==> config.mk <==
export PLATFORM = sky130hd
export DESIGN_NAME = sweep_monitor
export DESIGN_NICKNAME = d
export VERILOG_FILES = /design/src/rtl/sweep_pkg.sv /design/src/rtl/sweep_monitor_hex7seg.sv /design/src/rtl/sweep_monitor.sv
export SDC_FILE = /design/constraint.sdc
export NUM_CORES = 1
export LEC_CHECK = 0
export CAP_MARGIN = 10
export CORE_ASPECT_RATIO = 0.7
export CORE_MARGIN = 2
export CORE_UTILIZATION = 30
export CTS_CLUSTER_DIAMETER = 60
export DETAILED_ROUTE_END_ITERATION = 8
export DONT_BUFFER_PORTS = 1
export MAX_ROUTING_LAYER = met4
export PLACE_DENSITY = 0.43
export SYNTH_ARGS = -nofsm -noshare
export SYNTH_HDL_FRONTEND = slang
export SYNTH_SLANG_ARGS = --single-unit
==> constraint.sdc <==
create_clock -name clk -period 8.6 [get_ports clk]
set_input_delay 1.29 -clock clk [delete_from_list [all_inputs] [get_ports clk]]
set_output_delay 1.29 -clock clk [all_outputs]
set_load 0.01 [all_outputs]
==> src/rtl/sweep_pkg.sv <==
// sweep_pkg -- shared types and tables for the sweep monitor.
//   state_t  : FSM state encoding. The low two bits are the externally
//              visible state code. INIT and LOCK both read 2'b00, because
//              INIT only lasts for the first sample after reset.
//   step_t   : classification of the step between consecutive samples.
//   SEG_GLYPH: active-high {g,f,e,d,c,b,a} glyphs for hex digits 0-F.
//   classify : maps delta = cnt - prev (mod 16) onto a step class.
package sweep_pkg;

   typedef enum logic [2:0] {
      ST_LOCK  = 3'b000,
      ST_UP    = 3'b001,
      ST_DOWN  = 3'b010,
      ST_FAULT = 3'b011,
      ST_INIT  = 3'b100
   } state_t;

   typedef enum logic [1:0] {
      STEP_HOLD,
      STEP_UP,
      STEP_DN,
      STEP_JUMP
   } step_t;

   localparam logic [6:0] SEG_GLYPH [16] = '{
      7'h3F, 7'h06, 7'h5B, 7'h4F, 7'h66, 7'h6D, 7'h7D, 7'h07,
      7'h7F, 7'h6F, 7'h77, 7'h7C, 7'h39, 7'h5E, 7'h79, 7'h71
   };

   function automatic step_t classify(input logic [3:0] delta);
      case (delta)
         4'd0:    return STEP_HOLD;
         4'd1:    return STEP_UP;
         4'd15:   return STEP_DN;
         default: return STEP_JUMP;
      endcase
   endfunction

endpackage

==> src/rtl/sweep_monitor_hex7seg.sv <==
// hex7seg -- combinational 4-bit to 7-segment decoder.
//   i_hex : hex digit to display
//   o_seg : active-high segments {g,f,e,d,c,b,a}
module hex7seg
   import sweep_pkg::*;
(
   input  logic [3:0] i_hex,
   output logic [6:0] o_seg
);

   assign o_seg = SEG_GLYPH[i_hex];

endmodule

==> src/rtl/sweep_monitor.sv <==
// sweep_monitor -- watches an up/down sweep counter and reports its behaviour.
//   clk        : clock, all state changes on the rising edge
//   rst        : asynchronous active-high reset
//   cnt_in     : counter value, sampled every clock
//   clr_stats  : synchronous clear of cycles and err_count
//   dir        : inferred direction (0 up, 1 down), held while in FAULT
//   state      : low two bits of the FSM state (INIT and LOCK both read 0)
//   cycles     : completed 0->15->0 sweeps, wrapping
//   err_count  : saturating count of step_err pulses
//   step_err   : one-cycle pulse on an illegal step
//   at_top     : one-cycle pulse on a legal 15->14 turnaround
//   at_bottom  : one-cycle pulse on a legal 0->1 turnaround (a sweep completes)
//   seg        : registered hex glyph of cnt_in
module sweep_monitor
   import sweep_pkg::*;
#(
   parameter int CYCLE_W = 8,
   parameter int ERR_W   = 4
) (
   input  logic               clk,
   input  logic               rst,
   input  logic [3:0]         cnt_in,
   input  logic               clr_stats,
   output logic               dir,
   output logic [1:0]         state,
   output logic [CYCLE_W-1:0] cycles,
   output logic [ERR_W-1:0]   err_count,
   output logic               step_err,
   output logic               at_top,
   output logic               at_bottom,
   output logic [6:0]         seg
);

   state_t             r_state;
   logic [3:0]         r_prev;
   logic               r_dir;
   logic [CYCLE_W-1:0] r_cycles;
   logic [ERR_W-1:0]   r_err_count;
   logic               r_step_err;
   logic               r_at_top;
   logic               r_at_bottom;
   logic [6:0]         r_seg;

   logic [3:0]         w_delta;
   step_t              w_step;
   state_t             w_next_state;
   logic               w_next_dir;
   logic               w_step_err;
   logic               w_at_top;
   logic               w_at_bottom;
   logic [6:0]         w_seg;

   hex7seg u_hex7seg (
      .i_hex (cnt_in),
      .o_seg (w_seg)
   );

   assign w_delta = cnt_in - r_prev;
   assign w_step  = classify(w_delta);

   // NOTE: every always_comb output gets a default before the case, so no
   // path can leave it unassigned and infer a latch.
   always_comb begin
      w_next_state = r_state;
      w_step_err   = 1'b0;
      w_at_top     = 1'b0;
      w_at_bottom  = 1'b0;
      case (r_state)
         ST_INIT: w_next_state = ST_LOCK;
         ST_LOCK: begin
            case (w_step)
               STEP_UP:   w_next_state = ST_UP;
               STEP_DN:   w_next_state = ST_DOWN;
               STEP_JUMP: w_step_err   = 1'b1;
               default:   ;
            endcase
         end
         ST_UP: begin
            // A step up from 15 is the 15->0 wrap, which is not a legal sweep.
            if (w_step == STEP_HOLD || (w_step == STEP_UP && r_prev != 4'hF)) begin
               w_next_state = ST_UP;
            end else if (w_step == STEP_DN && r_prev == 4'hF) begin
               w_next_state = ST_DOWN;
               w_at_top     = 1'b1;
            end else begin
               w_next_state = ST_FAULT;
               w_step_err   = 1'b1;
            end
         end
         ST_DOWN: begin
            if (w_step == STEP_HOLD || (w_step == STEP_DN && r_prev != 4'h0)) begin
               w_next_state = ST_DOWN;
            end else if (w_step == STEP_UP && r_prev == 4'h0) begin
               w_next_state = ST_UP;
               w_at_bottom  = 1'b1;
            end else begin
               w_next_state = ST_FAULT;
               w_step_err   = 1'b1;
            end
         end
         ST_FAULT: begin
            // Recovery needs the counter back at zero; that sample is not an error.
            if (cnt_in == 4'h0) begin
               w_next_state = ST_LOCK;
            end else if (w_step != STEP_HOLD) begin
               w_step_err = 1'b1;
            end
         end
         default: w_next_state = ST_INIT;
      endcase
   end

   // dir follows the state being entered; FAULT keeps whatever it had.
   always_comb begin
      w_next_dir = 1'b0;
      case (w_next_state)
         ST_DOWN:  w_next_dir = 1'b1;
         ST_FAULT: w_next_dir = r_dir;
         default:  w_next_dir = 1'b0;
      endcase
   end

   // NOTE: sequential state uses non-blocking assignments so every register
   // samples the pre-edge values, independent of statement order.
   always_ff @(posedge clk or posedge rst) begin
      if (rst) begin
         r_state     <= ST_INIT;
         r_prev      <= 4'h0;
         r_dir       <= 1'b0;
         r_cycles    <= '0;
         r_err_count <= '0;
         r_step_err  <= 1'b0;
         r_at_top    <= 1'b0;
         r_at_bottom <= 1'b0;
         r_seg       <= SEG_GLYPH[0];
      end else begin
         r_state     <= w_next_state;
         r_prev      <= cnt_in;
         r_dir       <= w_next_dir;
         r_step_err  <= w_step_err;
         r_at_top    <= w_at_top;
         r_at_bottom <= w_at_bottom;
         r_seg       <= w_seg;
         if (clr_stats) begin
            r_cycles    <= '0;
            r_err_count <= '0;
         end else begin
            if (w_at_bottom) r_cycles <= r_cycles + CYCLE_W'(1);
            if (w_step_err && r_err_count != '1) r_err_count <= r_err_count + ERR_W'(1);
         end
      end
   end

   assign state     = r_state[1:0];
   assign dir       = r_dir;
   assign cycles    = r_cycles;
   assign err_count = r_err_count;
   assign step_err  = r_step_err;
   assign at_top    = r_at_top;
   assign at_bottom = r_at_bottom;
   assign seg       = r_seg;

endmodule

---- Yosys cells after proc, flatten, opt, wreduce, memory -nomap -nowiden ----
Memory sizes are Yosys's and may differ from the RTL's. A register that Yosys moved wholly into a read port is not among the register bits.
Cells that the tools add are included.
Widths: inputs -> output; s select.
storage, ports and cells
  register bits after elaboration ......... 23
  ROM bits ................................ 112
  bits of input ports ..................... 7
  output and inout bits ................... 25
  logic and storage cells ................. 70
  memories kept ........................... 1
operators by class
  add/subtract/negate cells ............... 3
  equal/unequal tests ..................... 14
  multiplexer cells ....................... 27
  bitwise logic cells ..................... 1
  reduce and logical (&&, ||, !) cells .... 16
memory list
  name             depth  bits a word  rd ports  clocked after Yosys merged registers in  write ports  line                         RTL
  (no name shown)  16     7            1         1                                        0            sweep_monitor_hex7seg.sv:11  assign o_seg = SEG_GLYPH[i_hex];
operators by type and width
  kind                 count
  $mux 8               2
  $pmux 3 s5           1
  $mux 1               14
  $eq 3x2->1 const B   4
  $logic_not 4->1      3
  $add 8x1->8 const B  1
  $eq 4x4->1 const B   2
  $mux 4               2
  $ne 4x4->1 const B   2
  $mux 2               3
  $pmux 2 s3           1
  $pmux 3 s2           1
  $reduce_bool 2->1    3
  $logic_and 1x1->1    5
  $not 4->5            1
  $add 4x1->4 const B  1
  $eq 2x2->1 const B   2
  $eq 4x1->1 const B   1
  $pmux 1 s4           1
  $reduce_bool 4->1    1
  $sub 4x4->4          1
  $eq 3x1->1 const B   1
  $eq 3x3->1 const B   1
  $logic_not 3->1      1
  other kinds (5)      6

---- Depth between registers and ports, before layout ----
Gate-level depths: netlist of run 1.
  word-level depth ........................ 11
  gate-level depth with buffers ........... 15
  gate-level depth less buffers ........... 15

---- By module ----
A second synthesis of run 1 with hierarchy kept.
unflattened totals
  cells, all modules ...................... 191
  area total of the unflattened synthesis .. 1965.6 sq um
modules (own cells, without submodules)
  module         times used  cells an instance  area an instance (sq um)  seq. area each (sq um)
  sweep_monitor  1           158                1675.4                    759.5
  hex7seg        1           33                 290.3                     0.0

---- Worst setup path before layout of run 1 ----
OpenSTA, ideal clock, no wires.
  kind .................................... input-to-reg
  start ................................... input cnt_in[0]
  end ..................................... register r_err_count[2], in the netlist err_count[2]
  setup time .............................. 0.123 ns
  arrival ................................. 4.116 ns
  data required time ...................... 8.477 ns
  slack ................................... 4.361 ns
  stages .................................. 15
  path buffers ............................ 0
  path through ............................ inv_1 ha_1 inv_1 fa_1 xor2_1 nor3_1 and3_1 inv_1 ha_1 inv_1 or2_4 and2_2 or4_4 and3_1 o221a_1
between the ends
  longest elaborated chain between the ends .. 10
  elaborated cells on any way between the ends .. 27
  classes of those cells .................. 1 x add/sub; 5 x eq/ne; 9 x mux; 12 x reduce/logical
RTL lines
  what                                      line                                      RTL
  start: declaration                        sweep_monitor.sv:22                       input logic [3:0] cnt_in,
  $sub 4x4->4                               sweep_monitor.sv:58                       assign w_delta = cnt_in - r_prev;
  $eq 4x4->1, or another cell as far along  sweep_pkg.sv:31                           case (delta)
  $pmux 2 s3                                sweep_pkg.sv:31
  $eq 2x1->1 or $eq 2x2->1 (tied branches)  n/a
  $logic_and 1x1->1 (on tied branches)      n/a
  $mux 1, or another cell as far along      sweep_monitor.sv:93                       end else if (w_step == STEP_UP && r_prev == 4'h0) begin
  $mux 1 (on tied branches)                 sweep_monitor.sv:91, sweep_monitor.sv:80
  $pmux 1 s4 (*)                            sweep_monitor.sv:68                       case (r_state)
  $logic_and 1x1->1 (*)                     sweep_monitor.sv:149                      if (w_step_err && r_err_count != '1) r_err_count <= r_err_count + ERR_W'(1);
  $reduce_bool 2->1 (no source line) (*)    n/a
  end signal: assignment                    sweep_monitor.sv:149
  end: declaration                          sweep_monitor.sv:38                       logic [ERR_W-1:0] r_err_count;
Every way passes the cells marked *; elsewhere a longest branch is shown, timed or not.
A chain may end at the register's enable or synchronous reset.

---- Final worst setup path of run 1 ----
Same ends and word-level chain as after synthesis.

==> impl_metrics.toml, run 1 <==
[logic_synthesis]
synth_area_leaders = "dfrtp_1, ha_1, dfstp_2"
synthCells = 197
synthFlopType = "dfrtp_1"
synth_edf_count = 0
synth_top_area_share_pct = 30.4
synth_nets = 220
ys_types = 53
synth_area_per_cell_um2 = 9.62
synth_largest_area_cell = "dfrtp_1"
async_flop_share_pct = 100
synth.most_common_cell = "dfrtp_1"
yosysSeqAreaShare_pct = 40.1
syn_area_um2 = 1900
synth_warnings = 0
synth_common_cells = "dfrtp_1, nor2_1, ha_1, inv_1, nand2_1"
ys_seq_elements = 30

[timing]
fin_crit_sh_pct = 49.0
rsz0062_at_grt = "false"
max_slew_margin_pct = 48.7
final.min_clock_period_ns = 4.22
timing.clock.skew_ns = 0.00430
report.final.slew_viol_count = 0
setup_viol = 0
worst_pin_slew_ns = 0.759
holdWs_ns = 0.496
fmax_ghz = 0.237
hold_viol = 0
tns_ns = 0

[pwr]
internal_power_uw = 346
seqPwrFrac_pct = 37.3
switching_share_pct = 31.6
powerDensity_nw_per_um2 = 242
switchingPower_uw = 160
p_leak_nw = 0.924
clockPowerShare_pct = 35.8
combPwrFrac_pct = 26.9
ir_drop_uv = 91.7

[critical_path]
critPathCaptureType = "flip-flop"
start_kind = "input port"
r2r_start = "r_prev[0]"
path_buf_inv = 4
crit_fanout = 5
cp_top_family = "simple AND/OR/NAND/NOR gates"
crit_start = "cnt_in[0]"
path_common_cell = "inv_1"
cpPeakStageDelay_ns = 0.48
crit_chain = "inv_1, ha_1, inv_1, fa_1, xor2_1, nor3_1, and3_1, inv_1, ha_1, inv_1, or2_4, and2_2, or4_4, and3_1, o221a_1"
cp.required_ns = 8.78
cp.arrival_ns = 4.39
crit_type = "input port to flip-flop"
crit_slowest_cell = "or4_4"

[clock_network]
cts_buffers = 5
cts_sinks = 30
root_buffer = "clkbuf_8"
cts_tree = "yes"
ctsLongestPathBuffers = 2
htreeDepth = 2
clk_pin_slew_ns = 0.07
post-cts-setup-buffer-count = 0
hold_buffers = 0
clock_latency_ns = 0.29
ctsResizeCount = 0

[global_routing]
grt_usage_pct = 13.2
antenna_found_initial = 0
grt_max_degree = 20
overflow = 0
grt_pass1_vias = 1383
grt_pass1_wl_mm = 7.02

[floorplanning]
initial_utilization_pct = 30.8
die-area_um2 = 6980
coreArea_um2 = 6160
io_pins = 32
num_rows = 24
dieWidth_um = 99.0
die_y_um = 70.5

[placement]
io_buffers = 0
hpwl_mm = 3.27
place_congestion = 0.858

[detailed_routing]
wl_per_cell_um = 15.2
dr.first_iter.drc_count = 37
ant_nets = 0
dr.pass1.iters = 4
wirelength_mm = 4.21
vias_per_cell = 5.18
num_vias = 1435
drc = 0

[finish]
antenna_cells = 0
finish.utilization_pct = 34.0
drive_gt1_share_pct = 14.1
area_growth_syn_to_layout_pct = 10.4
finalNetCount = 221

[min_path]
min_from = "r_state[2]"
hp-class = "flip-flop to flip-flop"

[run]
cap_violations = 0

[outcome]
status = "completed"
metrics by stage:
step | worst slack, ns | std cells | total power [mW] | area (µm²)
floorplan | 4.36 | 197 | 0.306 | 1900
global placement | 4.25 | 269 | 0.325 | 1950
detailed placement | 4.09 | 269 | 0.327 | 1950
CTS | 4.39 | 277 | 0.510 | 2090
global route | 4.16 | 277 | 0.535 | 2090
finish | 4.38 | 277 | 0.506 | 2090
cell families after synthesis:
logic type,after synthesis,share of synthesized area [%]
flops,30,40.1
xor+xnor,9,4.16
buf+inv,21,5.41
simple gates,81,24.8
compound gates,37,13.0
mux,3,1.65
fa+ha+maj,16,11.0
path summary, 6_finish.rpt:
check | to | slack, ns | cells past startpoint
min in group asynchronous | r_prev[0] | 0.89 | 1
max | err_count[2] | 4.38 | 15
max reg2reg | err_count[2] | 5.11 | 14
min reg2reg | r_state[2] | 0.50 | 1
max in group asynchronous | r_state[2] | 7.03 | 2
min | r_state[2] | 0.50 | 1
worst register-to-register path, delay by kind of cell, from the launching register on:
kind / cells / cell delay [ns]
fa+ha+maj: 3 / 0.77
simple gates: 6 / 1.43
compound gates: 1 / 0.23
buf+inv: 3 / 0.22
xor+xnor: 1 / 0.32
flops: 1 / 0.40
sequential cells by signal, indices dropped and copies added, names as in the netlist:
name and flops:
at_top 1, err_count 4, step_err 1, seg 7
at_bottom 1, r_state 3, r_prev 4, cycles 8
dir 1
area by class of cell:
| class | count | area [µm²] |
|---|---|---|
| multi-input combinational | 146 | 1030 |
| timing repair buffer | 1 | 7.51 |
| fill | 619 | 4060 |
| tap | 78 | 97.6 |
| clock buffer | 6 | 82.6 |
| clock inverter | 2 | 60.1 |
| sequential | 30 | 759 |
| inverter | 14 | 52.6 |
layer usage:
| metal | GRT usage (%) | wire length (µm) | vias up |
|---|---|---|---|
| met3 | 4.00 | 313 | 8 |
| li1 | - | - | 698 |
| met4 | 5.02 | 74 | 0 |
| met5 | - | 0 | - |
| met2 | 18.1 | 1720 | 37 |
| met1 | 18.1 | 2100 | 692 |
power by group through the flow:
| stage | logic, mW | clock network (mW) | registers, mW |
|---|---|---|---|
| after floorplan | 0.125 | 0 | 0.181 |
| after global placement | 0.135 | 0 | 0.190 |
| after detailed placement | 0.135 | 0 | 0.191 |
| after CTS | 0.136 | 0.185 | 0.189 |
| after global routing | 0.152 | 0.190 | 0.192 |
| final | 0.136 | 0.181 | 0.189 |
placed cells by master (no fill, tap or decap), types with 2 or more instances in the layout:
cell / n
and2_4: 2
mux2i_1: 2
nor4_1: 2
a31oi_1: 4
and3_1: 3
dfrtp_1: 23
nor4_2: 2
nand3_1: 11
a21oi_1: 7
inv_1: 14
a21o_1: 2
nand2_1: 13
o31a_1: 2
nor2_1: 16
xor2_1: 8
o21a_1: 3
nor3b_1: 2
o21ai_0: 11
nor3_1: 6
clkbuf_8: 6
nand4_1: 5
nor2b_1: 3
bufinv_16: 2
dfstp_2: 7
ha_1: 15
nand3b_1: 2
Power figures use the tool's default switching activity.
==> run 2, diff against run 1 <==
PLACE_DENSITY = 0.44   (was 0.43)
clock period = 3.45 ns   (was 8.6 ns; I/O delays follow)
==> impl_metrics.toml, run 2 (same netlist as run 1, synthesis figures left out) <==
[outcome]
status = "completed"

[timing]
timing.clock.skew_ns = 0.00573
setup_viol = 0
max_slew_margin_pct = 66.9
setup_ws_ns = 0.204
hold_viol = 0
worst_pin_slew_ns = 0.496
final.min_clock_period_ns = 3.25
report.final.slew_viol_count = 0
fmax_ghz = 0.308
tns_ns = 0
fin_crit_sh_pct = 94.1

[detailed_routing]
num_vias = 1453
dr.pass1.iters = 4
wl_per_cell_um = 14.6
wirelength_mm = 4.21
route.met3.wl_um = 242
ant_nets = 0
drc = 0
routed.top_layer = "met4"
vias_per_cell = 5.03
dr.first_iter.drc_count = 56
route.met2.wl_mm = 1.67
detail_route.wirelength.met1_mm = 2.25

[placement]
pre_cts_slack_ns = -0.00830
io_buffers = 0
dpl_cell_area_um2 = 2040
place_congestion = 0.797
hpwl_mm = 3.21

[clock_network]
hold_buffers = 0
htreeDepth = 2
cts_tree = "yes"
cts_sinks = 30
root_buffer = "clkbuf_8"
clk_pin_slew_ns = 0.07
cts_buffers = 5
clock_latency_ns = 0.28
ctsLongestPathBuffers = 2

[global_routing]
grt_pass1_vias = 1419
overflow = 0
grt_max_degree = 19
antenna_found_initial = 0
grt_pass1_wl_mm = 6.98
grt_usage_pct = 13.1

[critical_path]
cp.required_ns = 3.62
critPathCaptureType = "flip-flop"
crit_chain = "ha_1, inv_1, fa_1, xor2_2, nor3_1, and3_1, inv_1, ha_1, inv_1, or2_4, and2_2, or4_4, and3_1, o221a_1"
crit_fanout = 4
cp.arrival_ns = 3.41
start_kind = "flip-flop"
path_common_cell = "inv_1"
crit_slowest_cell = "or4_4"
cpPeakStageDelay_ns = 0.48
crit_type = "flip-flop to flip-flop"

[floorplanning]
dieWidth_um = 99.0
coreArea_um2 = 6160
io_pins = 32
num_rows = 24
initial_utilization_pct = 30.8
die-area_um2 = 6980
die_y_um = 70.5

[pwr]
ir_drop_uv = 162
powerDensity_nw_per_um2 = 536
p_leak_nw = 0.957
power_mw = 1.15

[finish]
final_area_um2 = 2140
drive_gt1_share_pct = 19.4
finalNetCount = 233
final_cell_mix = "dfrtp_1, nor2_1, ha_1"
antenna_cells = 0
area_growth_syn_to_layout_pct = 13.1
largest_reg_flops = 8
fillers = 629
final_common_cell = "dfrtp_1"

[min_path]
hp-class = "input port to asynchronous set/reset pin"

[run]
cap_violations = 0
-- run 2: cell count changes in the layout (fill, tap and decap cells not counted), sizes merged --
cell,delta
buf,+12
clkinv,+1
clkinvlp,+1
bufinv,-2
-- run 2: final timing paths --
path                       startpoint           end  slack, ns  cells after the start
setup / recovery            r_prev[0]  err_count[2]       0.20                     14
hold / removal                    rst        seg[6]       0.15                      1
setup reg to reg            r_prev[0]  err_count[2]       0.20                     14
hold reg to reg            r_state[2]    r_state[2]       0.50                      1
max in group asynchronous         rst     cycles[2]       2.68                      2
min in group clk            cnt_in[3]     r_prev[3]       0.27                      0
-- run 2: critical path, delay by kind of cell, from the launching register on --
kind | cells | cell delay (ns)
compound gates | 1 | 0.23
xor+xnor | 1 | 0.18
fa+ha+maj | 3 | 0.77
buf+inv | 3 | 0.19
flops | 1 | 0.38
simple gates | 6 | 1.38
-- run 2: where the power goes --
part	internal, mW	switching, mW
sequential	0.400	0.0661
combinational	0.191	0.195
clock	0.160	0.138
total	0.751	0.399
-- run 2: layout make-up --
class	count	area (µm²)	area share, %
Multi-Input combinational cell	146	1040	48.6
Sequential cell	30	759	35.4
Timing Repair Buffer	13	97.6	4.55
Tap cell	78	97.6	4.55
Clock buffer	6	82.6	3.85
Inverter	14	52.6	2.45
Clock inverter	2	12.5	0.584
-- run 2: layer usage --
layer  vias to the layer above  track usage, %
met1                       701            19.1
met4                         0            4.26
met5                         -               -
met3                         5            4.30
li1                        718               -
met2                        29            16.8
-- run 2: per-stage QoR --
| stage | hold WS, ns | cells | utilization [%] |
|---|---|---|---|
| finish | 0.148 | 289 | 34.8 |
| global route | 0.177 | 289 | 34.8 |
| CTS | 0.153 | 288 | 34.7 |
| detailed placement | 0.459 | 280 | 33.2 |
| global placement | 0.470 | 280 | 33.2 |
| floorplan | 0.467 | 197 | - |
-- run 2: timing repair --
action,in CTS,in global routing
setup buffers,0,1
setup endpoints to repair,0,3
resized for setup,0,0
==> run 3, diff against run 2 <==
--- a/config.mk
+++ b/config.mk
@@ -7,5 +7,5 @@
 export LEC_CHECK = 0
 export CAP_MARGIN = 10
-export CORE_ASPECT_RATIO = 0.7
+export CORE_ASPECT_RATIO = 1.75
 export CORE_MARGIN = 2
 export CORE_UTILIZATION = 30
@@ -15,4 +15,5 @@
 export MAX_ROUTING_LAYER = met4
 export PLACE_DENSITY = 0.44
+export SETUP_SLACK_MARGIN = 0.4
 export SYNTH_ARGS = -nofsm -noshare
 export SYNTH_HDL_FRONTEND = slang
==> constraint.sdc (replaced) <==
create_clock -name clk -period 3.45 [get_ports clk]
set_input_delay 0.5175 -clock clk [delete_from_list [all_inputs] [get_ports clk]]
set_output_delay 0.5175 -clock clk [all_outputs]
set_load 0.1 [all_outputs]
==> impl_metrics.toml, run 3 (same netlist as run 1, synthesis figures left out) <==
[finish]
largest_reg_flops = 8
final_common_cell = "buf_4"
antenna_cells = 0
drive_gt1_share_pct = 30.9
final_cell_mix = "buf_4, dfrtp_1, nor2_1"
area_growth_syn_to_layout_pct = 24.6
final_area_um2 = 2360
finalNonFillerCells = 303
finalNetCount = 245

[critical_path]
path_common_cell = "inv_2"
rr_worst_depth = 13
crit_end = "err_count[2]"
rrSetupSlack_ns = 0.42
crit_fanout = 4
cp.arrival_ns = 3.21
r2r_start = "r_prev[0]"
start_kind = "flip-flop"
crit_type = "flip-flop to flip-flop"
cp.required_ns = 3.63
critPathCaptureType = "flip-flop"
crit_slowest_cell = "fa_2"
crit_chain = "ha_4, inv_2, fa_2, buf_4, nand4bb_4, inv_2, ha_4, inv_2, or2_4, and2_4, or4_4, and3_4, o221a_1"
timing.rr.end = "err_count[2]"
path_buf_inv = 4
worst-path-stages = 13
cpPeakStageDelay_ns = 0.58
crit_start = "r_prev[0]"
cp_top_family = "simple AND/OR/NAND/NOR gates"

[global_routing]
grt_pass1_vias = 1691
antenna_found_initial = 0
grt_max_degree = 19
grt_usage_pct = 14.7
overflow = 0
grt_pass1_wl_mm = 7.69

[floorplanning]
die-area_um2 = 7000
num_rows = 38
die_y_um = 109
initial_utilization_pct = 30.9
dieWidth_um = 64.1
io_pins = 32
coreArea_um2 = 6130

[clock_network]
cts_tree = "yes"
clock_latency_ns = 0.29
root_buffer = "clkbuf_8"
cts_buffers = 5
cts_sinks = 30
ctsLongestPathBuffers = 2
htreeDepth = 2
clk_pin_slew_ns = 0.07

[pwr]
switching_share_pct = 47.2
switchingPower_uw = 706
ir_drop_uv = 236
combPwrFrac_pct = 37.0
p_leak_nw = 1.03
internal_power_uw = 790
clockPowerShare_pct = 20.6
powerDensity_nw_per_um2 = 633
seqPwrFrac_pct = 42.4

[detailed_routing]
dr.pass1.iters = 4
dr.first_iter.drc_count = 36
wl_per_cell_um = 15.4
ant_nets = 0
vias_per_cell = 5.17
wirelength_mm = 4.66
num_vias = 1566
drc = 0

[timing]
worst_pin_slew_ns = 0.982
rsz0062_at_grt = "true"
report.final.slew_viol_count = 0
setup_viol = 0
fmax_ghz = 0.330
fin_crit_sh_pct = 87.8
max_slew_margin_pct = 34.5
hold_viol = 0
timing.clock.skew_ns = 0.0122
tns_ns = 0
final.min_clock_period_ns = 3.03

[placement]
hpwl_mm = 3.53
io_buffers = 0
place_congestion = 0.821
dpl.cell_count = 283
dpl_cell_area_um2 = 2090

[run]
cap_violations = 0

[min_path]
hp-class = "input port to asynchronous set/reset pin"

[outcome]
status = "completed"
## run 3: cell count changes in the layout (fill, tap and decap cells not counted), sizes merged
cell	delta
buf	+12
## run 3: what timing repair did
action,in CTS,in global routing
gates cloned,0,0
hold buffers,0,0
gates resized for setup,11,3
setup endpoints to repair,6,6
pin swaps,5,4
setup buffers,10,2
## run 3: power by group through the flow
stage          sequential, mW  clock [mW]  combinational, mW
2_1_floorplan           0.640           0              0.407
3_3_place_gp            0.642           0              0.487
3_5_place_dp            0.643           0              0.492
4_1_cts                 0.636       0.316              0.530
5_1_grt                 0.642       0.335              0.595
6_report                0.634       0.308              0.553
## run 3: per-layer routing
metal	share of wire (%)	global-route usage, %
met4	2.6	5.93
met2	58	29.6
met3	4.7	3.92
met1	35	12.2
met5	0	-
## run 3: cell type report
type,instances,area [µm²]
Fill cell,614,3770
Multi-Input combinational cell,146,1160
Sequential cell,30,759
Timing Repair Buffer,25,191
Tap cell,80,100
Clock buffer,6,82.6
Inverter,14,60.1
Clock inverter,2,12.5
## run 3: worst min-delay path by stage
stage | slack [ns] | depth (start not counted) | start | endpoint
4_1_cts | 0.21 | 1 | rst | at_bottom
3_3_place_gp | 0.48 | 1 | r_state[2] | r_state[2]
5_1_grt | 0.21 | 1 | rst | cycles[1]
6_report | 0.17 | 1 | rst | at_bottom
2_1_floorplan | 0.47 | 1 | r_state[2] | r_state[2]
3_5_place_dp | 0.49 | 1 | r_state[2] | r_state[2]
## run 3: metrics by stage
stage	power [mW]	util, %	worst slack (ns)	hold WS (ns)
after global placement	1.13	34.1	0.142	0.483
after CTS	1.48	38.0	0.411	0.207
final	1.50	38.5	0.421	0.174
after floorplan	1.05	-	0.231	0.467
after global routing	1.57	38.5	0.324	0.214
after detailed placement	1.14	34.1	0.0783	0.487
